==> src/rtl/dcache_store_buffer.sv <==
// Four-entry store buffer between writeback and the dcache write port.
// Each store drains as one or two dword-aligned, byte-enabled requests.
module dcache_store_buffer (
    input  logic        CLK,
    input  logic        RST,
    input  logic        WB_V_DCACHE_WRITE,
    input  logic [1:0]  WB_DATASIZE,
    input  logic [31:0] WB_DCACHE_DATA,
    input  logic [31:0] WB_DCACHE_ADDRESS,
    input  logic        LD_V,
    input  logic [31:0] LD_ADDRESS,
    input  logic        DC_WR_ACK,
    output logic        DC_WR_REQ,
    output logic [31:0] DC_WR_ADDR,
    output logic [31:0] DC_WR_DATA,
    output logic [3:0]  DC_WR_BE,
    output logic        Out_full,
    output logic        Out_empty,
    output logic        Out_ld_conflict,
    output logic        Out_overflow
);
    typedef enum logic [1:0] {IDLE, REQ_LO, REQ_HI} state_t;

    state_t      state_q, state_d;
    logic [1:0]  head_q, tail_q;
    logic [2:0]  count_q, count_d;
    logic [3:0]  valid_q;
    logic        ovf_q;
    logic [31:0] addr_q [4];
    logic [31:0] data_q [4];
    logic [1:0]  size_q [4];

    logic        push, drop, pop;
    logic [31:0] h_addr, h_data, h_base;
    logic [1:0]  h_size;
    logic [7:0]  h_be8;
    logic [63:0] h_d64;
    logic        h_split, hit;
    logic        unused_ld_lsbs;

    function automatic logic [3:0] size_mask(input logic [1:0] sz);
        case (sz)
            2'b00:   return 4'b0001;
            2'b01:   return 4'b0011;
            default: return 4'b1111;
        endcase
    endfunction

    function automatic logic is_split(input logic [1:0] o, input logic [1:0] sz);
        logic [7:0] be8;
        be8 = {4'b0000, size_mask(sz)} << o;
        return |be8[7:4];
    endfunction

    assign push = WB_V_DCACHE_WRITE && (count_q != 3'd4);
    assign drop = WB_V_DCACHE_WRITE && (count_q == 3'd4);

    // Lane-align the head entry; the hi half spills into the next dword.
    assign h_addr  = addr_q[head_q];
    assign h_data  = data_q[head_q];
    assign h_size  = size_q[head_q];
    assign h_base  = {h_addr[31:2], 2'b00};
    assign h_be8   = {4'b0000, size_mask(h_size)} << h_addr[1:0];
    assign h_d64   = {32'b0, h_data} << {h_addr[1:0], 3'b000};
    assign h_split = |h_be8[7:4];

    always_comb begin
        DC_WR_REQ  = (state_q != IDLE);
        DC_WR_ADDR = h_base;
        DC_WR_BE   = h_be8[3:0];
        DC_WR_DATA = h_d64[31:0];
        if (state_q == REQ_HI) begin
            DC_WR_ADDR = h_base + 32'd4;
            DC_WR_BE   = h_be8[7:4];
            DC_WR_DATA = h_d64[63:32];
        end
    end

    always_comb begin
        state_d = state_q;
        pop     = 1'b0;
        case (state_q)
            IDLE:    if (count_q != 3'd0) state_d = REQ_LO;
            REQ_LO:  if (DC_WR_ACK) begin
                         if (h_split) state_d = REQ_HI;
                         else         pop = 1'b1;
                     end
            REQ_HI:  if (DC_WR_ACK) pop = 1'b1;
            default: state_d = IDLE;
        endcase
        count_d = count_q + {2'b00, push} - {2'b00, pop};
        // Streaming: go straight to the next entry when one remains.
        if (pop) state_d = (count_d != 3'd0) ? REQ_LO : IDLE;
    end

    always_ff @(posedge CLK) begin
        if (!RST) begin
            state_q <= IDLE;
            head_q  <= 2'd0;
            tail_q  <= 2'd0;
            count_q <= 3'd0;
            valid_q <= 4'b0000;
            ovf_q   <= 1'b0;
        end else begin
            state_q <= state_d;
            count_q <= count_d;
            if (push) begin
                tail_q          <= tail_q + 2'd1;
                valid_q[tail_q] <= 1'b1;
            end
            if (pop) begin
                head_q          <= head_q + 2'd1;
                valid_q[head_q] <= 1'b0;
            end
            if (drop) ovf_q <= 1'b1;
        end
    end

    always_ff @(posedge CLK) begin
        if (push) begin
            addr_q[tail_q] <= WB_DCACHE_ADDRESS;
            data_q[tail_q] <= WB_DCACHE_DATA;
            size_q[tail_q] <= WB_DATASIZE;
        end
    end

    always_comb begin
        hit = 1'b0;
        for (int i = 0; i < 4; i++) begin
            if (valid_q[i]) begin
                if (LD_ADDRESS[31:2] == addr_q[i][31:2]) hit = 1'b1;
                if (is_split(addr_q[i][1:0], size_q[i]) &&
                    (LD_ADDRESS[31:2] == addr_q[i][31:2] + 30'd1)) hit = 1'b1;
            end
        end
    end

    assign unused_ld_lsbs  = ^LD_ADDRESS[1:0];
    assign Out_ld_conflict = LD_V & hit;
    assign Out_full        = (count_q == 3'd4);
    assign Out_empty       = (count_q == 3'd0) && (state_q == IDLE);
    assign Out_overflow    = ovf_q;
endmodule

==> config.mk <==
export PLATFORM = sky130hd
export DESIGN_NAME = dcache_store_buffer
export DESIGN_NICKNAME = d
export VERILOG_FILES = /design/src/rtl/dcache_store_buffer.sv
export SDC_FILE = /design/constraint.sdc
export NUM_CORES = 1
export LEC_CHECK = 0
export ABC_AREA = 1
export BUFFER_PORTS_ARGS = -buffer_cell sky130_fd_sc_hd__buf_2
export CAP_MARGIN = 20
export CORE_ASPECT_RATIO = 1.1
export CORE_UTILIZATION = 44
export CTS_CLUSTER_DIAMETER = 100
export DETAILED_ROUTE_END_ITERATION = 10
export GPL_TIMING_DRIVEN = 0
export HOLD_SLACK_MARGIN = 0.03
export PLACE_DENSITY_LB_ADDON = 0.3
export SLEW_MARGIN = 20
export SYNTH_ARGS = -nofsm -noshare
export SYNTH_HDL_FRONTEND = slang
export SYNTH_SLANG_ARGS = --single-unit
==> constraint.sdc <==
create_clock -name CLK -period 7.8 [get_ports CLK]
set_input_delay 0.39 -clock CLK [delete_from_list [all_inputs] [get_ports CLK]]
set_output_delay 0.39 -clock CLK [all_outputs]
set_load 0.02 [all_outputs]
* Yosys cells after proc, flatten, opt, wreduce, memory -nomap -nowiden
Memories as Yosys holds them, arrays and structs flattened. A register that Yosys moved wholly into a read port is not among the register bits.
Index checks and enable logic that the tools add are counted.
Widths: inputs -> output; s select.
** Word-level totals
- Memories kept :: 3
- Memory bits (writable) :: 264
- Register bits after elaboration :: 14
- Input port bits :: 103
** Memory list
- addr_q :: words 4, width 32, read ports 5, clocked after memory_dff 1, wr ports 1, RTL line 29 : logic [31:0] addr_q [4];
- data_q :: words 4, width 32, read ports 1, clocked after memory_dff 1, wr ports 1, RTL line 30 : logic [31:0] data_q [4];
- size_q :: words 4, width 2, read ports 5, clocked after memory_dff 1, wr ports 1, RTL line 31 : logic [1:0] size_q [4];
** Operators by class
- Eq/ne operators :: 21
- $lt $le $gt $ge :: 4
- Shift operators :: 6
- Multiplexer cells :: 49
- Bitwise operators :: 4
- Reduce and logical (&&, ||, !) cells :: 25
- Add/subtract/negate cells :: 9
** Operators with widths (number)
- $eq 30x30->1 :: 8
- $add 30x1->30 const B :: 4
- $mux 32 :: 2
- $shl 32x5->64 :: 1
- $pmux 4 s2 :: 5
- $shl 4x2->8 :: 5
- $add 32x3->32 const B :: 1
- $mux 4 :: 8
- $mux 1 :: 20
- $mux 2 :: 10
- $reduce_or 4->1 :: 5
- $eq 2x1->1 const B :: 6
- $logic_not 2->1 :: 6
- $ne 3x3->1 const B :: 4
- $logic_and 1x1->1 :: 9
- $lt 2x3->1 const B :: 2
- $pmux 2 s3 :: 1
- $reduce_bool 3->1 :: 2
- $add 2x1->2 const B :: 2
- $and 4x4->4 :: 1
- $demux 1 s2 :: 2
- $ge 2x1->1 const B :: 2
- $not 4->4 :: 1
- $or 4x4->4 :: 1
- other kinds (10) :: 10

* Longest topological paths before layout
An unclocked memory read counts as a cell.
- Depth after elaboration :: 19
- Depth in mapped cells :: 22

* Worst setup path before layout
OpenSTA, ideal clock, no wires.
- Path type :: register to register
- Start point :: reg count_q[1]
- End point :: mem addr_q[0][0] (enable)
- Data arrival time :: 3490 ps
- Buffers on the path :: 0
- Data required time :: 7308 ps
- Cell stages (with the launch flop) :: 5
- Path slack :: 3818 ps
- Path through :: dfxtp_1 inv_1 nand2_1 o21ai_1 nor2_1
** Between the ends
- Cells in the longest elaborated chain, start to end :: 4
** RTL lines
- from (decl) :: RTL line 26 : logic [2:0] count_q, count_d;
- from (signal assigned) :: RTL line 106 : count_q <= count_d;
- $ne 3x3->1 :: RTL line 55 : assign push = WB_V_DCACHE_WRITE && (count_q != 3'd4);
- $logic_and 1x1->1 :: RTL line 55
- $mux 1 :: RTL line 120 : if (push) begin
- $mux 1 (not written as such) :: RTL line 121 : addr_q[tail_q] <= WB_DCACHE_ADDRESS;
- to (decl) :: RTL line 29
Every way passes these cells.

* Final worst setup path
- Start point :: reg state_q[0]
- End point :: out DC_WR_ADDR[27]
** Between the ends
- Cells in the longest elaborated chain, start to end :: 2
** RTL lines
- from (decl) :: RTL line 24 : state_t state_q, state_d;
- from (signal assigned) :: RTL line 105 : state_q <= state_d;
- $eq 2x2->1 :: RTL line 72 : if (state_q == REQ_HI) begin
- $mux 32 :: RTL line 72
- to (decl) :: RTL line 14 : output logic [31:0] DC_WR_ADDR,
Every way passes these cells.

==> results.toml <==
[logic_synthesis]
yosysSeqAreaShare_pct = 45.53
netlist_top_cells_area = "edfxtp_1, nand2_1, nor2_1"
synth_ff_type = "edfxtp_1"
netlist_area_sq_um = 18110
yosysTopAreaCell = "edfxtp_1"
synth_edf_count = 264
yosysWarnings = 0
yosysUniqueCellTypes = 55
synth-seq-cells = 280
synthArstFlopShare_pct = 0
synthCells = 2300
netlist.area_leader.share_pct = 43.76
synth_area_per_cell_sq_um = 7.876

[worst_setup_path]
critPathMaxFanout = 10
r2r_slack_ns = 4.05
start_kind = "flip-flop"
required_ns = 7.41
cp.buffers_inverters = 4
path_class = "reg -> out"
critPathMaxStageDelay_ns = 0.66
path_cells = "inv_1, ha_1, clkbuf_1, inv_1, nor2_4, nand2_4, nor3_2, nand3_1, nor3_2, xnor2_1, buf_2"
crit_family = "buffers and inverters"
r2r_cells = 21
cp_slowest_cell = "clkbuf_1"
end_kind = "primary output"
arrival_ns = 3.92
critical_path_depth = 11
reg2reg_to = "state_q[0]"

[clock_network]
clk_pin_slew_ns = 0.06
root_buffer = "clkbuf_16"
clock_latency_ns = 0.57
max-clock-path-buffers = 3
cts_max_level = 1
cts_buffers = 28
clock-sinks = 280
cts_tree = "built"

[placement]
post_dp_cell_area_sq_um = 19900
portBuffers = 164
place_hpwl_microns = 52150
place_congestion = 0.9752

[worst_hold_path]
whs_path_depth = 1
hold_class = "in -> reg"
hold_path_end = "data_q[0][14]"
hold_start = "WB_DCACHE_DATA[14]"

[route]
drt-total-wl_microns = 65050
vias = 16916
first_pass_iters = 6
dr.first_iter.drc_count = 1578
wire_per_inst_microns = 21.29
drc = 0
via_per_inst = 5.535
drtAntennaViolNets = 0

[sta]
clock_skew_ns = 0.01655
fin_crit_ns = 4.306
worst_pin_slew_ns = 1.075
setup_viol = 0
slew_violations = 0
grt_setup_unrepaired = "false"
maxSlewHeadroom_pct = 27.88
tns_ns = 0
fmax_mhz = 232.2
finalCritPeriodShare_pct = 55.20
hold_viol = 0

[power_and_ir_drop]
p_per_area_nw_per_um2 = 253.9
ir_drop_mv = 0.2374
p_leak_nw = 8.920

[floorplanning]
fp.dieH_microns = 214.8
die-area_sq_um = 41990
pin_count = 176
die_w_microns = 195.5
fp-row-count = 77
fp.coreArea_sq_um = 40370
start_util_pct = 44.87

[finish]
nets = 2644
fin_util_pct = 51.78
fill_cells = 3877
drive_above_1_share_pct = 13.02
synthToLayoutAreaGrowth_pct = 15.38
fin_area_sq_um = 20900

[global_routing]
antenna_found_initial = 3
grt_max_degree = 22
grt-ovfl-total = 0
grt_pass1_vias = 16246
grt_pass1_wl_microns = 96670
grt.total_usage_pct = 30.91

[job]
cap_violations = 0

[status]
outcome = "completed"
sequential cells by signal, indices dropped and copies added (netlist names), named ones only:
signal and count:
addr_q 128, data_q 128, size_q 8, valid_q 4, count_q 3, head_q 2
state_q 2, tail_q 2, Out_overflow 1
area by class of cell:
| type | instances | area (sq um) | share of cell area, % |
|---|---|---|---|
| flip-flops and latches | 280 | 8248 | 39.46 |
| multi-input cells | 1704 | 8584 | 41.07 |
| repair buffers | 191 | 1256 | 6.010 |
| plain buffers | 65 | 371.6 | 1.778 |
| clock buffers | 38 | 769.5 | 3.682 |
| clock inverters | 12 | 76.32 | 0.3652 |
| diodes | 1 | 2.502 | 0.01197 |
| well taps | 513 | 641.9 | 3.071 |
| inverters | 252 | 950.9 | 4.550 |
Yosys cell counts (18+ instances only):
cell	instances
ha_1	18
o22ai_1	22
xnor2_1	44
nand3_1	154
clkbuf_1	20
nand2_1	735
o21ai_0	73
nor2_1	261
edfxtp_1	264
xor2_1	87
a21oi_1	70
buf_2	27
a32o_1	26
inv_1	241
nand4_1	55
report_power, final:
group | total [mW] | internal (mW) | switching (mW)
sequential | 1.91 | 1.80 | 0.108
clock | 1.28 | 0.693 | 0.590
combinational | 2.12 | 0.656 | 1.46
total | 5.31 | 3.15 | 2.16
per-layer routing:
layer	up-vias	part of all wire (%)	GRT usage, %	wire [microns]
li1	8085	-	-	-
met1	8004	39	37.48	25070
met2	685	50	55.05	32630
met3	138	6.9	4.002	4505
met4	4	4.3	12.78	2820
met5	-	0.042	0	27
logic make-up after synthesis:
kind of cell / after synthesis / synth area share, %
AO/OA/AOI/OAI: 248 / 8.744
multiplexers: 6 / 0.3316
adder cells (fa/ha/maj): 19 / 1.354
other: 1 / 0.02070
buffers and inverters: 317 / 7.301
AND/OR/NAND/NOR: 1298 / 30.38
XOR/XNOR: 131 / 6.334
flip-flops: 280 / 45.53
stage by stage:
step           hold slack (ns)  std cells  total power, mW  setup slack (ns)
4_1_cts                0.03031       3055            5.294             3.509
5_1_grt                0.03879       3056            5.536             3.423
6_report               0.04666       3056            5.308             3.494
2_1_floorplan           0.4679       2301            3.254             3.818
3_5_place_dp            0.4452       2990            4.016             4.107
3_3_place_gp            0.4387       2978            3.969             1.037
cells in the final DEF (no fill, tap or decap), types with 6 or more instances in the layout:
cell type	instances
inv_1	241
nand2_1	735
or2_2	7
dfxtp_1	16
mux2i_1	6
o211ai_1	7
o22ai_1	22
inv_2	8
ha_1	18
a22oi_1	6
edfxtp_1	264
buf_12	6
nor3_1	15
clkbuf_16	29
nand3b_1	8
nand2_2	13
buf_6	6
buf_4	9
o21ai_0	73
o21ai_1	16
nand3_1	154
nor2_1	257
dlygate4sd3_1	15
xnor2_1	44
buf_2	191
a32o_1	26
a21oi_1	70
nor2_4	11
nand4_1	55
buf_16	6
o21bai_1	6
a32oi_1	10
clkbuf_1	28
nor2_2	14
xor2_1	87
nor4_1	12
what timing repair did:
action / in CTS / in global routing
buffers inserted: 0 / 0
hold buffers: 15 / 0
gates resized for setup: 0 / 0
endpoints found under the hold margin: 49 / 0
how the worst max path moves through the flow:
stage | startpoint | end | slack [ns]
after global routing | flip-flop | DC_WR_ADDR[31] | 3.42
after CTS | state_q[0] | DC_WR_ADDR[27] | 3.51
after floorplan | count_q[1] | addr_q[0][0] | 3.82
after global placement | count_q[1] | data_q[2][26] | 1.04
final | state_q[0] | DC_WR_ADDR[27] | 3.49
after detailed placement | flip-flop | state_q[0] | 4.11
Note: power is estimated with default switching activity, not from simulation.
